==> src/rtl/uart_parity_pkg.sv <==
// Parity-type codes and mode constants shared by the parity engine and the TX/RX framers.
// Mark/space codes are only meaningful when UART_PARITY_MARK_SPACE_EN is defined.
package uart_parity_pkg;

    localparam logic [2:0] PAR_NONE0 = 3'b000;
    localparam logic [2:0] PAR_ODD   = 3'b001;
    localparam logic [2:0] PAR_EVEN  = 3'b010;
    localparam logic [2:0] PAR_NONE1 = 3'b011;
    localparam logic [2:0] PAR_MARK  = 3'b100;
    localparam logic [2:0] PAR_SPACE = 3'b101;

    localparam logic MODE_GEN = 1'b0;
    localparam logic MODE_CHK = 1'b1;

endpackage

==> src/rtl/uart_parity_engine_if.sv <==
// Beat-level bus of the parity engine: input beat from the frame buffer, output beat to the shifter.
// A beat moves on a side when its valid and ready are both high at the rising clock edge;
// valid and its payload stay stable until accepted.
interface uart_parity_engine_if #(
    parameter int DATA_W = 8
);
    logic [2:0]        parity_type;
    logic              chk_mode;
    logic              in_valid;
    logic              in_ready;
    logic [DATA_W-1:0] in_data;
    logic              in_parity;
    logic              out_valid;
    logic              out_ready;
    logic [DATA_W-1:0] out_data;
    logic              out_parity;
    logic              out_perr;

    modport master (
        output parity_type, chk_mode, in_valid, in_data, in_parity, out_ready,
        input  in_ready, out_valid, out_data, out_parity, out_perr
    );

    modport slave (
        input  parity_type, chk_mode, in_valid, in_data, in_parity, out_ready,
        output in_ready, out_valid, out_data, out_parity, out_perr
    );
endinterface

==> src/rtl/uart_parity_calc.sv <==
// Combinational parity bit for one character, plus a flag saying whether the type is checkable.
// Mark/space support is built only when UART_PARITY_MARK_SPACE_EN is defined.
module uart_parity_calc
    import uart_parity_pkg::*;
#(
    parameter int DATA_W = 8
) (
    input  logic [DATA_W-1:0] data_i,
    input  logic [2:0]        parity_type_i,
    output logic              par_bit_o,
    output logic              par_chk_o
);
    logic red_xor;

    assign red_xor = ^data_i;

    // "None" types drive the line idle level and are never checked.
    always_comb begin
        par_bit_o = 1'b1;
        par_chk_o = 1'b0;
        case (parity_type_i)
            PAR_ODD: begin
                par_bit_o = ~red_xor;
                par_chk_o = 1'b1;
            end
            PAR_EVEN: begin
                par_bit_o = red_xor;
                par_chk_o = 1'b1;
            end
`ifdef UART_PARITY_MARK_SPACE_EN
            PAR_MARK: begin
                par_bit_o = 1'b1;
                par_chk_o = 1'b1;
            end
            PAR_SPACE: begin
                par_bit_o = 1'b0;
                par_chk_o = 1'b1;
            end
`endif
            default: begin
                par_bit_o = 1'b1;
                par_chk_o = 1'b0;
            end
        endcase
    end
endmodule

==> src/rtl/uart_parity_engine.sv <==
// UART parity generator/checker: one handshake register stage plus a saturating error counter.
// Optional mark/space parity via UART_PARITY_MARK_SPACE_EN (implemented in uart_parity_calc).
module uart_parity_engine
    import uart_parity_pkg::*;
#(
    parameter int DATA_W = 8,
    parameter int CNT_W  = 8
) (
    input  logic                 clk,
    input  logic                 reset_n,
    uart_parity_engine_if.slave  bus,
    input  logic                 clr_err,
    output logic [CNT_W-1:0]     err_cnt,
    output logic                 err_sticky
);
    logic              out_valid_q, out_valid_d;
    logic [DATA_W-1:0] out_data_q, out_data_d;
    logic              out_parity_q, out_parity_d;
    logic              out_perr_q, out_perr_d;
    logic [CNT_W-1:0]  err_cnt_q, err_cnt_d;
    logic              err_sticky_q, err_sticky_d;

    logic in_ready;
    logic accept;
    logic calc_bit;
    logic calc_chk;
    logic beat_perr;
    logic err_inc;

    uart_parity_calc #(.DATA_W(DATA_W)) u_calc (
        .data_i        (bus.in_data),
        .parity_type_i (bus.parity_type),
        .par_bit_o     (calc_bit),
        .par_chk_o     (calc_chk)
    );

    assign in_ready  = reset_n & (~out_valid_q | bus.out_ready);
    assign accept    = bus.in_valid & in_ready;
    assign beat_perr = (bus.chk_mode == MODE_CHK) & calc_chk & (bus.in_parity != calc_bit);
    // Gating with accept keeps X on idle in_data away from the error state.
    assign err_inc   = accept & beat_perr;

    always_comb begin
        out_valid_d  = out_valid_q;
        out_data_d   = out_data_q;
        out_parity_d = out_parity_q;
        out_perr_d   = out_perr_q;
        if (accept) begin
            out_valid_d  = 1'b1;
            out_data_d   = bus.in_data;
            out_parity_d = (bus.chk_mode == MODE_CHK) ? bus.in_parity : calc_bit;
            out_perr_d   = beat_perr;
        end else if (bus.out_ready) begin
            out_valid_d  = 1'b0;
        end
    end

    // A new error in the clearing cycle survives the clear.
    always_comb begin
        err_cnt_d    = err_cnt_q;
        err_sticky_d = err_sticky_q;
        if (clr_err) begin
            err_cnt_d    = err_inc ? CNT_W'(1) : '0;
            err_sticky_d = err_inc;
        end else if (err_inc) begin
            if (err_cnt_q != '1) err_cnt_d = err_cnt_q + CNT_W'(1);
            err_sticky_d = 1'b1;
        end
    end

    always_ff @(posedge clk) begin
        if (!reset_n) begin
            out_valid_q  <= 1'b0;
            out_data_q   <= '0;
            out_parity_q <= 1'b1;
            out_perr_q   <= 1'b0;
            err_cnt_q    <= '0;
            err_sticky_q <= 1'b0;
        end else begin
            out_valid_q  <= out_valid_d;
            out_data_q   <= out_data_d;
            out_parity_q <= out_parity_d;
            out_perr_q   <= out_perr_d;
            err_cnt_q    <= err_cnt_d;
            err_sticky_q <= err_sticky_d;
        end
    end

    assign bus.in_ready   = in_ready;
    assign bus.out_valid  = out_valid_q;
    assign bus.out_data   = out_data_q;
    assign bus.out_parity = out_parity_q;
    assign bus.out_perr   = out_perr_q;
    assign err_cnt        = err_cnt_q;
    assign err_sticky     = err_sticky_q;
endmodule

==> src/flat_wrapper.sv <==
// flat-port wrapper written by rule: the top's interface ports become plain ports
module uart_parity_engine_flat import uart_parity_pkg::*;
#(
    parameter int DATA_W = 8,
    parameter int CNT_W  = 8
)
  (clk, reset_n, clr_err, err_cnt, err_sticky, bus_parity_type, bus_chk_mode, bus_in_valid, bus_in_data, bus_in_parity, bus_out_ready, bus_in_ready, bus_out_valid, bus_out_data, bus_out_parity, bus_out_perr);
  uart_parity_engine_if #(.DATA_W(DATA_W)) bus_i ();
  input  logic clk;
  input  logic reset_n;
  input  logic clr_err;
  output logic [CNT_W-1:0] err_cnt;
  output logic err_sticky;
  input wire logic [$bits(bus_i.parity_type)-1:0] bus_parity_type;
  input wire logic [$bits(bus_i.chk_mode)-1:0] bus_chk_mode;
  input wire logic [$bits(bus_i.in_valid)-1:0] bus_in_valid;
  input wire logic [$bits(bus_i.in_data)-1:0] bus_in_data;
  input wire logic [$bits(bus_i.in_parity)-1:0] bus_in_parity;
  input wire logic [$bits(bus_i.out_ready)-1:0] bus_out_ready;
  output wire logic [$bits(bus_i.in_ready)-1:0] bus_in_ready;
  output wire logic [$bits(bus_i.out_valid)-1:0] bus_out_valid;
  output wire logic [$bits(bus_i.out_data)-1:0] bus_out_data;
  output wire logic [$bits(bus_i.out_parity)-1:0] bus_out_parity;
  output wire logic [$bits(bus_i.out_perr)-1:0] bus_out_perr;
  assign bus_i.parity_type = bus_parity_type;
  assign bus_i.chk_mode = bus_chk_mode;
  assign bus_i.in_valid = bus_in_valid;
  assign bus_i.in_data = bus_in_data;
  assign bus_i.in_parity = bus_in_parity;
  assign bus_i.out_ready = bus_out_ready;
  assign bus_in_ready = bus_i.in_ready;
  assign bus_out_valid = bus_i.out_valid;
  assign bus_out_data = bus_i.out_data;
  assign bus_out_parity = bus_i.out_parity;
  assign bus_out_perr = bus_i.out_perr;
  uart_parity_engine #(.DATA_W(DATA_W), .CNT_W(CNT_W)) u_core (.clk(clk), .reset_n(reset_n), .bus(bus_i), .clr_err(clr_err), .err_cnt(err_cnt), .err_sticky(err_sticky));
endmodule
==> config.mk <==
export PLATFORM = sky130hd
export DESIGN_NAME = uart_parity_engine_flat
export DESIGN_NICKNAME = d
export VERILOG_FILES = /design/src/rtl/uart_parity_pkg.sv /design/src/rtl/uart_parity_engine_if.sv /design/src/rtl/uart_parity_calc.sv /design/src/rtl/uart_parity_engine.sv /design/src/flat_wrapper.sv
export SDC_FILE = /design/constraint.sdc
export NUM_CORES = 1
export LEC_CHECK = 0
export CAP_MARGIN = 20
export CORE_AREA = 2 2 92 50
export CTS_BUF_LIST = sky130_fd_sc_hd__clkbuf_8
export DETAILED_ROUTE_END_ITERATION = 10
export DIE_AREA = 0 0 94 52
export PLACE_DENSITY = 0.53
export SYNTH_ARGS = -nofsm -noshare
export SYNTH_HDL_FRONTEND = slang
export SYNTH_HIERARCHICAL = 1
export SYNTH_SLANG_ARGS = --single-unit
==> constraint.sdc <==
create_clock -name clk -period 4.8 [get_ports clk]
set_input_delay 0.48 -clock clk [delete_from_list [all_inputs] [get_ports clk]]
set_output_delay 0.48 -clock clk [all_outputs]
set_load 0.005 [all_outputs]
==> run_results.csv <==
group,metric,value,unit
floorplan,die-width,94,microns
clock_tree,cts-root-to-sink-buffers,2,
timing,maxSlewViolCount,0,
clock_tree,cts_buffers,3,
setup_path,crit_arrival,3.18,ns
synthesis,synth-seq-cells,20,
floorplan,die_height,52,microns
setup_path,worst-path-max-fanout,12,
flow_run,cap_viol_max_count,0,
place,post-place-ws,1.57,ns
grt,grt_remaining_overflow,0,
detailed_routing,routed_wirelength,2570,microns
detailed_routing,post_drt_wl_per_cell,12.1,microns
synthesis,synth-edff-count,0,
setup_path,worstSetupStartpointType,"input port",
final_layout,final_core_util,0.357,
power_and_ir_drop,power.density,276,nW/um^2
timing,setup_ws,1.82,ns
floorplan,floorplan.core_area,4150,sq um
timing,hold_ws,0.461,ns
power_and_ir_drop,leakagePower,0.501,nW
synthesis,main_combinational_cell_family_by_area_after_synthesis,"simple AND/OR/NAND/NOR gates",
synthesis,synth_top_cells_by_area,"sky130_fd_sc_hd__dfxtp_1 41%, sky130_fd_sc_hd__nand2_1 8.0%, sky130_fd_sc_hd__xnor2_1 7.1%, sky130_fd_sc_hd__o21ai_0 5.6%, sky130_fd_sc_hd__a21oi_1 3.5%",
detailed_routing,detailedRoute.firstIterationViolations,39,
timing,max_clock_freq,0.335,GHz
final_layout,finalNetCount,175,
timing,hold_violations,0,
clock_tree,clock-root-buffer,"sky130_fd_sc_hd__clkbuf_8",
setup_path,worstSetupEndpointType,"register",
clock_tree,resized_gates_after_cts,0,
clock_tree,cts_hold_buffers_added,0,
synthesis,xor_xnor_share_of_the_synthesized_area,0.0709,
synthesis,synth_mux_area_frac,0.0203,
place,numPortBuffers,38,
final_layout,finish.instance_area,1480,sq um
synthesis,netlist_instances,118,
final_layout,post_route_cells_drive_above_1_share,0.0387,
synthesis,syn_area_per_cell,8.38,sq um
synthesis,postSynth.asyncResetShare,0,
clock_tree,clock_tree_from_tritoncts,"yes",
hold_path,min_path_type,"reg -> reg",
detailed_routing,route.antenna.remaining_nets,0,
synthesis,synth_compound_area_frac,0.186,
grt,track_usage,0.115,
synthesis,synth_simple_gate_area_frac,0.267,
final_layout,fillerInstances,438,
timing,rsz0062_at_grt,"no",
status,status,"finished, final reports clean",
timing,slew_headroom,0.339,
synthesis,yosysMostFrequentCell,"sky130_fd_sc_hd__nand2_1",
synthesis,synth_common_cells,"21 x sky130_fd_sc_hd__nand2_1, 20 x sky130_fd_sc_hd__dfxtp_1, 11 x sky130_fd_sc_hd__o21ai_0, 8 x sky130_fd_sc_hd__xnor2_1, 7 x sky130_fd_sc_hd__a21oi_1",
clock_tree,insertion_delay_to_the_later_sink_of_the_worst_skew_pair,0.26,ns
synthesis,post_synth_fa_ha_maj_area_fraction,0.0127,
synthesis,synth_top_cell_by_area,"sky130_fd_sc_hd__dfxtp_1",
timing,fin_tns_setup,0,ns
synthesis,ys_seq_area_frac,0.405,
floorplan,floorplan.initialDensity,0.238,
synthesis,synth.yosys.warnings,6,
detailed_routing,drcViolationCount,0,
grt,grt_first_pass_wirelength,4340,microns
final_layout,diodes,0,
clock_tree,cts_post_setup_buffers_inserted,0,
place,finalWeightedCongestion,0.780,
setup_path,worstSetupPathType,"in -> reg",
synthesis,yosys_most_used_dff,"sky130_fd_sc_hd__dfxtp_1",
detailed_routing,drt_first_pass_iters,4,
timing,finalWorstPathRequiredPeriod,2.98,ns
floorplan,die-area,4890,sq um
timing,setup_viol,0,
final_layout,syn2layout_area_growth,49.9,%
floorplan,row_count,17,
grt,grt_max_degree,19,
power_and_ir_drop,max-vdd-ir-drop,97.6,uV
synthesis,synth.distinct_cells,35,
clock_tree,htreeDepth,1,
detailed_routing,vias_post_dr,959,
timing,post-route-period-util,0.621,
clock_tree,path_clk_slew,0.08,ns
synthesis,synth.top_cell.area_share,0.405,
place,placed_area,1410,sq um
detailed_routing,via_per_inst,4.52,
timing,worst_case_clock_skew,0.00430,ns
clock_tree,clock_sink_count,20,
setup_path,worstPathRequired,5.00,ns
floorplan,io_pins,39,
timing,tightestPinTransition,0.988,ns
grt,antenna_found_initial,0,
place,hpwl,2010,microns
synthesis,synth.net_count,137,
grt,grt_pass1_vias,946,
synthesis,netlist_area,988,sq um
## per-layer routing
layer,wire [microns],vias up,part of all wire,track usage
met4,14,0,0.0054,0.0217
met3,147,2,0.057,0.0333
met5,0,-,0,0
met2,1090,25,0.42,0.189
met1,1330,433,0.51,0.152
li1,-,499,-,-
## layout make-up
cell class | instances | area (sq um) | area share
well taps | 57 | 71.3 | 0.0481
clock buffers | 3 | 41.3 | 0.0279
clock inverters | 1 | 30.0 | 0.0203
repair buffers | 38 | 380 | 0.257
flip-flops and latches | 20 | 400 | 0.270
multi-input cells | 91 | 551 | 0.372
inverters | 2 | 7.51 | 0.00507
## logic make-up after synthesis
kind of cell	count (synthesis)
AOI/OAI and AO/OA	30
DFF	20
buffers and inverters	7
adders and majority gates	1
muxes	2
xor gates and xnor gates	8
and+or+nand+nor	50
## worst paths after layout
kind / start / endpoint / slack (ns) / cells after the start
hold / removal: u_core/bus.out_data[6] / u_core/bus.out_data[6] / 0.46 / 2
setup / recovery: bus_in_data[4] / u_core/err_cnt[3] / 1.82 / 9
setup reg to reg: u_core/err_cnt[0] / u_core/err_cnt[3] / 2.88 / 5
hold reg to reg: u_core/bus.out_data[6] / u_core/bus.out_data[6] / 0.46 / 2
## cell usage in the layout (no fill, tap or decap), types with 3 or more instances in the layout
master	count
sky130_fd_sc_hd__xnor2_1	8
sky130_fd_sc_hd__dfxtp_1	20
sky130_fd_sc_hd__a21oi_1	7
sky130_fd_sc_hd__nand3_1	4
sky130_fd_sc_hd__nor2_1	4
sky130_fd_sc_hd__clkdlybuf4s50_1	38
sky130_fd_sc_hd__nor2b_1	4
sky130_fd_sc_hd__clkbuf_8	3
sky130_fd_sc_hd__nand2b_1	3
sky130_fd_sc_hd__o21ai_0	11
sky130_fd_sc_hd__nand2_1	21
## metrics by stage
| step | cells | power, W |
|---|---|---|
| 3_3_place_gp | 208 | 0.000244 |
| 5_1_grt | 212 | 0.000432 |
| 6_report | 212 | 0.000409 |
| 3_5_place_dp | 208 | 0.000244 |
| 2_1_floorplan | 118 | 0.000209 |
| 4_1_cts | 212 | 0.000417 |
## state kept, by name, summed over array words and instances, names as in the netlist
register / count
u_core/bus.out_perr: 1
u_core/err_sticky: 1
u_core/bus.out_data: 8
u_core/bus.out_parity: 1
u_core/err_cnt: 8
u_core/bus.out_valid: 1
## worst max-delay path, cell delays in order
cell                              delay, ns
sky130_fd_sc_hd__clkdlybuf4s50_1       0.45
sky130_fd_sc_hd__xnor2_1               0.25
sky130_fd_sc_hd__xnor2_1               0.18
sky130_fd_sc_hd__xnor2_1               0.17
sky130_fd_sc_hd__mux2i_1               0.28
sky130_fd_sc_hd__xnor2_1               0.12
sky130_fd_sc_hd__or4_4                 0.57
sky130_fd_sc_hd__or4_1                 0.53
sky130_fd_sc_hd__a21oi_1               0.15
## power breakdown
| group | total, W | leakage (nW) | internal [W] | switching [W] |
|---|---|---|---|---|
| registers | 0.000176 | 0.163 | 0.000172 | 0.00000354 |
| clock network | 0.000169 | 0.0357 | 0.000111 | 0.0000576 |
| logic | 0.0000643 | 0.303 | 0.0000382 | 0.0000261 |
No activity file was read; power rests on OpenSTA's default activity.
